`src/rtl/alu_nbit_seq.sv`:
```
// alu_nbit_seq: registered WIDTH-bit ALU with valid/ready handshakes and a shift-add multiply
module alu_nbit_seq #(
  parameter int WIDTH = 32,
  localparam int SHW = $clog2(WIDTH)
) (
  input  logic             clk,
  input  logic             rst,
  input  logic             in_valid,
  output logic             in_ready,
  input  logic [3:0]       op,
  input  logic [WIDTH-1:0] a,
  input  logic [WIDTH-1:0] b,
  output logic             out_valid,
  input  logic             out_ready,
  output logic [WIDTH-1:0] result,
  output logic             zero,
  output logic             neg,
  output logic             carry,
  output logic             ovf,
  output logic             err
);
  typedef enum logic {IDLE, MUL} state_t;
  localparam logic [SHW:0] LAST = (SHW+1)'(WIDTH-1);
  state_t state, state_nxt;
  logic [2*WIDTH-1:0] mcand, acc, acc_nxt;
  logic [WIDTH-1:0] mplier, y, r;
  logic [SHW:0] cnt;
  logic [SHW-1:0] sh;
  logic [WIDTH:0] sum, sll, srl, sra;
  logic in_xfer, is_mul, last, ld, c, v, e;
  assign in_xfer = in_valid && in_ready;
  assign is_mul = op == 4'b1000;
  assign last = cnt == LAST;
  assign ld = state == IDLE ? in_xfer && !is_mul : last;
  assign acc_nxt = acc + (mplier[0] ? mcand : '0);
  always_ff @(posedge clk or posedge rst)
    if (rst) state <= IDLE;
    else state <= state_nxt;
  always_comb
    state_nxt = state == IDLE ? (in_xfer && is_mul ? MUL : IDLE) : (last ? IDLE : MUL);
  always_comb
    in_ready = state == IDLE && (!out_valid || out_ready);
  always_comb begin
    sh = b[SHW-1:0];
    y = (op[1] ^ op[0]) ? b : WIDTH'(1);
    sum = op[0] ? {1'b0, a} + {1'b0, y} : {1'b0, a} - {1'b0, y};
    sll = {1'b0, a} << sh;
    srl = {a, 1'b0} >> sh;
    sra = $signed({a, 1'b0}) >>> sh;
    r = '0;
    c = 1'b0;
    v = 1'b0;
    e = 1'b0;
    casez (op)
      4'b0000: r = ~a;
      4'b0001: r = a & b;
      4'b0010: r = a ^ b;
      4'b0011: r = a | b;
      4'b01??: begin
        r = sum[WIDTH-1:0];
        c = sum[WIDTH];
        v = (a[WIDTH-1] ^ y[WIDTH-1] ^ op[0]) && (sum[WIDTH-1] ^ a[WIDTH-1]);
      end
      4'b1000: r = '0;
      4'b1001: {c, r} = sll;
      4'b1010: {r, c} = srl;
      4'b1011: {r, c} = sra;
      default: e = 1'b1;
    endcase
  end
  always_ff @(posedge clk or posedge rst)
    if (rst) begin
      out_valid <= 1'b0;
      result <= '0;
      zero <= 1'b0;
      neg <= 1'b0;
      carry <= 1'b0;
      ovf <= 1'b0;
      err <= 1'b0;
    end else begin
      if (ld) begin
        result <= state == MUL ? acc_nxt[WIDTH-1:0] : r;
        zero <= (state == MUL ? acc_nxt[WIDTH-1:0] : r) == '0;
        neg <= state == MUL ? acc_nxt[WIDTH-1] : r[WIDTH-1];
        carry <= state == MUL ? 1'b0 : c;
        ovf <= state == MUL ? |acc_nxt[2*WIDTH-1:WIDTH] : v;
        err <= state == MUL ? 1'b0 : e;
      end
      out_valid <= ld || (out_valid && !out_ready);
    end
  always_ff @(posedge clk or posedge rst)
    if (rst) begin
      mcand <= '0;
      mplier <= '0;
      acc <= '0;
      cnt <= '0;
    end else if (state == IDLE && in_xfer && is_mul) begin
      mcand <= {{WIDTH{1'b0}}, a};
      mplier <= b;
      acc <= '0;
      cnt <= '0;
    end else if (state == MUL) begin
      acc <= acc_nxt;
      mcand <= mcand << 1;
      mplier <= mplier >> 1;
      cnt <= cnt + (SHW+1)'(1);
    end
endmodule

```
`config.mk`:
```
export PLATFORM = sky130hd
export DESIGN_NAME = alu_nbit_seq
export DESIGN_NICKNAME = d
export VERILOG_FILES = /design/src/rtl/alu_nbit_seq.sv
export SDC_FILE = /design/constraint.sdc
export NUM_CORES = 1
export LEC_CHECK = 0
export ABC_AREA = 1
export CORE_MARGIN = 8
export CORE_UTILIZATION = 50
export CTS_BUF_LIST = sky130_fd_sc_hd__clkbuf_4 sky130_fd_sc_hd__clkbuf_8 sky130_fd_sc_hd__clkbuf_16
export DETAILED_ROUTE_END_ITERATION = 8
export PLACE_DENSITY = 0.73
export SLEW_MARGIN = 20
export SYNTH_ARGS = -nofsm -noshare
export SYNTH_HDL_FRONTEND = slang
export SYNTH_SLANG_ARGS = --single-unit
```
`constraint.sdc`:
```
create_clock -name clk -period 6.1 [get_ports clk]
set_clock_uncertainty 0.1 [all_clocks]
set_input_delay 0.915 -clock clk [delete_from_list [all_inputs] [get_ports clk]]
set_output_delay 0.915 -clock clk [all_outputs]
set_load 0.02 [all_outputs]
```
### Word level (Yosys, flattened, before mapping)

Cells that the tools add are included.
Widths: inputs -> output; s select.

* reductions and logical operators: 18
* shift operators: 3
* bitwise logic cells: 9
* add/subtract/negate cells: 4
* multiplexer cells: 24
* equality and inequality tests: 9

Operator list (number)
* $mux 64: 5
* $pmux 32 s8: 1
* $mux 32: 4
* $add 64x64->64: 1
* $add 32x32->33: 1
* $mux 33: 1
* $shl 32x5->33: 1
* $shr 33x5->33: 1
* $sshr 33x5->33: 1
* $sub 32x32->33: 1
* $and 32x32->32: 1
* $logic_not 32->1: 1
* $not 32->32: 1
* $or 32x32->32: 1
* $reduce_or 32->1: 1
* $xor 32x32->32: 1
* $eq 4x4->1 const B: 4
* $mux 6: 2
* $mux 1: 10
* $reduce_or 9->1: 1
* $eq 4x2->1 const B: 2
* $logic_and 1x1->1: 8
* $add 6x1->6 const B: 1
* $eq 6x5->1 const B: 1
* 9 further kinds: 15

* flip-flop bits (word level): 205
* logic and storage cells: 79

### Longest topological paths before layout

* depth in word-level cells: 8
* gate-level depth with buffers: 39
* mapped depth without buffers: 35

### Least setup slack after synthesis

No wires, ideal clock.

* path kind: input-to-reg
* start: in op[0]
* end: reg zero
* slack: 0.886 ns
* required time: 5.934 ns
* cell stages on the path: 36
* data arrival time: 5.048 ns
* cell sequence: inv_1 -> clkbuf_1 -> ha_1 -> buf_4 -> buf_6 -> buf_6 -> buf_2 -> nand2_1 -> ha_1 -> nand3_2 -> nor2_2 -> nand2_1 -> nor2_1 -> nand2_1 -> nor2_2 -> nand2_1 -> nor2_4 -> nand3b_1 -> o31ai_2 -> xor2_1 -> ha_1 -> nand2_1 -> inv_1 -> nand2_1 -> nand3_1 -> a21oi_1 -> nand3_1 -> nand3_1 -> nand2_1 -> a21oi_1 -> nand2_1 -> nor2_1 -> nand2_1 -> nor2_1 -> nand3_1 -> nand2_1

* word-level cells in the longest chain between the ends: 7
* elaborated cells between the ends (all ways): 19
* classes of those cells: add/sub: 2; eq/ne: 7; mux: 5; bitwise: 1; reduce/logical: 4

Ends and longest elaborated chain
* start, declared: RTL line 10 `input logic [3:0] op,`
* $xor 1x1->1: RTL line 45 `y = (op[1] ^ op[0]) ? b : WIDTH'(1);`
* $mux 32: RTL line 45
* $sub 32x32->33 / $add 32x32->33 (equally long branches): RTL line 46 `sum = op[0] ? {1'b0, a} + {1'b0, y} : {1'b0, a} - {1'b0, y};`
* $mux 33: RTL line 46
* $pmux 32 s8: RTL line 54 `casez (op)`
* $mux 32: RTL line 83 `zero <= (state == MUL ? acc_nxt[WIDTH-1:0] : r) == '0;`
* $logic_not 32->1: RTL line 83
* end signal, assigned: RTL line 75 `zero <= 1'b0;`
* end signal, assigned: RTL line 83
* end, declared: RTL line 16 `output logic zero,`

Several ways; a longest one is shown, not always the timed one.
A chain may end at the register's enable or synchronous reset.

### Worst setup path after layout

* start: in op[0]
* end: reg result[26]

* word-level cells in the longest chain between the ends: 6
* elaborated cells between the ends (all ways): 18
* classes of those cells: add/sub: 2; eq/ne: 7; mux: 5; bitwise: 1; reduce/logical: 3

Ends and longest elaborated chain
* $xor 1x1->1: RTL line 45
* $mux 32: RTL line 45
* $sub 32x32->33 / $add 32x32->33 (equally long branches): RTL line 46
* $mux 33: RTL line 46
* $pmux 32 s8: RTL line 54
* $mux 32: RTL line 82 `result <= state == MUL ? acc_nxt[WIDTH-1:0] : r;`
* end signal, assigned: RTL line 82
* end, declared: RTL line 15 `output logic [WIDTH-1:0] result,`

Several ways; a longest one is shown, not always the timed one.

==> results.json <==
{
  "leakage_uw": 0.01475,
  "start_kind": "input pin",
  "cts.path.max_buffers": 3,
  "synth_area_sq_mm": 0.02376,
  "r2r-start": "mplier[0]",
  "synth_fa_ha_area_frac": 0.09383,
  "tritoncts.num_buffers": 26,
  "yosys.area_share.simple": 0.4213,
  "synth_compound_area_frac": 0.1261,
  "fmax_ghz": 0.1897,
  "syn_nets": 4358,
  "slowest_stage": "clkdlybuf4s50_1",
  "vias": 27447,
  "firstDrtPassIters": 6,
  "root_buffer": "clkbuf_16",
  "wl_per_cell_microns": 20.78,
  "row_count": 80,
  "routed_wl_microns": 99700,
  "vias_per_cell": 5.719,
  "dieHeight_microns": 234.0,
  "clock-sinks": 204,
  "grt-ovfl-total": 0,
  "setup_tns_ns": 0,
  "setup_violations": 0,
  "worst_hold_startpoint": "result[30]",
  "synth_seq_area_share": 0.2148,
  "drive_above_1_share": 0.04353,
  "slowest_delay_ns": 0.48,
  "syn_inst": 4109,
  "h-tree-depth": 1,
  "min_to": "result[30]",
  "synth_top_family_by_area": "simple AND/OR/NAND/NOR gates",
  "hold_class": "flop to flop",
  "rsz0062_at_grt": "no",
  "async_flop_share": 1.000,
  "nets": 4410,
  "r2r_end": "zero",
  "synthMuxAreaShare": 0,
  "io_buffers": 110,
  "synth_edf_count": 0,
  "synth-xor-area-share": 0.01659,
  "grt_usage": 0.3612,
  "synth_ff_type": "dfrtp_1",
  "timing.hold.ws_ns": 0.3795,
  "post_cts_buffers": 0,
  "grt_max_degree": 133,
  "crit_path_max_fanout": 24,
  "ir_drop_v": 0.0002172,
  "final_cell_mix": "nand2_1 (1451), inv_1 (596), nand3_1 (472)",
  "drc": 0,
  "hold_viol_final": 0,
  "yosys_register_bits": 204,
  "yosys_warnings": 0,
  "layout_commonest_cell": "nand2_1",
  "maxSlewHeadroom": 0.3149,
  "power_uw": 7626,
  "ant_nets": 0,
  "crit_path_end_kind": "flop",
  "fillers": 5074,
  "worstPathArrival_ns": 5.57,
  "maxCapViolations": 0,
  "worst_pin_slew_ns": 1.025,
  "outcome": "finished, final reports clean",
  "postSynthAreaPerCell_sq_um": 5.783,
  "core-area_sq_mm": 0.04735,
  "criticalPathCategory": "input pin to flop",
  "start_util": 0.5019,
  "ys_types": 51,
  "gp_congestion": 1.093,
  "dp_hpwl_microns": 78430,
  "fp.dieArea_sq_mm": 0.05475,
  "required_ns": 6.40,
  "grt_pass1_wl_microns": 151800,
  "pin_count": 111,
  "grt_pass1_vias": 25305,
  "antenna_found_initial": 3,
  "cts_tree": "yes",
  "cts_resized": 0,
  "syn_to_final_growth_pct": 10.40,
  "die_w_microns": 234.0,
  "cts_hold_buf": 0,
  "reg2reg_depth": 19,
  "power_density_mw_per_mm2": 290.7,
  "drt_iter0_drc": 3416,
  "fin_crit_sh": 0.8643,
  "rrSetupSlack_ns": 2.01,
  "path_clk_slew_ns": 0.06,
  "post-route-min-period_ns": 5.273,
  "worstHoldPathCells": 2,
  "clkLatencyLatePin_ns": 0.57,
  "slew_violations": 0
}
logic make-up after synthesis:
family                   Yosys count
AO/OA/AOI/OAI                    528
XOR/XNOR                          45
adder cells (fa/ha/maj)          177
buffers and inverters            756
flip-flops                       204
AND/OR/NAND/NOR                 2399
layout make-up:
cell class                 count  area (sq um)  share of cell area
multi-input combinational   3149         15640              0.5962
sequential                   204          5112              0.1949
inverter                     613          2316             0.08829
timing repair buffer         167          1526             0.05819
clock buffer                  38         784.5             0.02991
tap                          615         769.5             0.02933
clock inverter                10         76.32            0.002909
antenna                        3         7.507           0.0002862
registers in the layout, summed over array words and instances, names as in the netlist:
name       count
acc           64
mcand         64
mplier        32
result        32
cnt            6
carry          1
err            1
out_valid      1
ovf            1
state          1
zero           1
worst max-delay path, delay by kind of cell:
family / cells / cell delay, ns
xor+xnor: 1 / 0.28
fa+ha+maj: 2 / 0.71
buf+inv: 9 / 1.39
simple gates: 13 / 1.31
compound gates: 5 / 0.94
metrics by stage:
step	cell area, sq um	std cells	utilization	worst slack [ns]
6_report	26230	4799	0.5541	0.8275
5_1_grt	26230	4796	0.5539	0.3401
4_1_cts	26220	4796	0.5538	0.8950
3_5_place_dp	25360	4748	0.5357	0.3642
3_3_place_gp	25360	4748	0.5357	0.3836
2_1_floorplan	23770	4109	-	0.8862
worst max path at each step:
stage | start | endpoint | slack, ns | depth (start not counted)
3_3_place_gp | op[1] | result[26] | 0.38 | 30
2_1_floorplan | op[0] | zero | 0.89 | 36
4_1_cts | op[1] | result[26] | 0.89 | 30
6_report | op[0] | result[26] | 0.83 | 30
5_1_grt | op[1] | zero | 0.34 | 33
3_5_place_dp | op[1] | result[26] | 0.36 | 30
synthesized netlist by cell type, drive strengths merged, types with 17 or more instances:
cell type	n	area [sq um]
ha	175	2190
buf	79	478.0
o21ai	213	1070
nand3b	17	127.6
nand2	1471	5592
o22ai	33	206.5
nor2	347	1353
clkbuf	64	240.2
nor3	26	130.1
xor2	31	271.5
dfrtp	204	5105
nand3	479	2432
a21oi	178	890.9
nand4	33	212.7
inv	609	2293
per-layer routing:
metal  wire length, microns  vias to the layer above  GRT usage
met2                  41590                     1379     0.5478
met3                   9590                      304    0.06351
li1                       -                    13206          -
met1                  41120                    12552     0.4778
met5                     45                        -          0
met4                   7349                        6     0.2132
power by group:
group | internal (uW) | total, uW | switching [uW]
combinational | 1250 | 3760 | 2510
sequential | 1870 | 2310 | 444
clock | 895 | 1550 | 658
No activity file was read; power rests on OpenSTA's default activity.
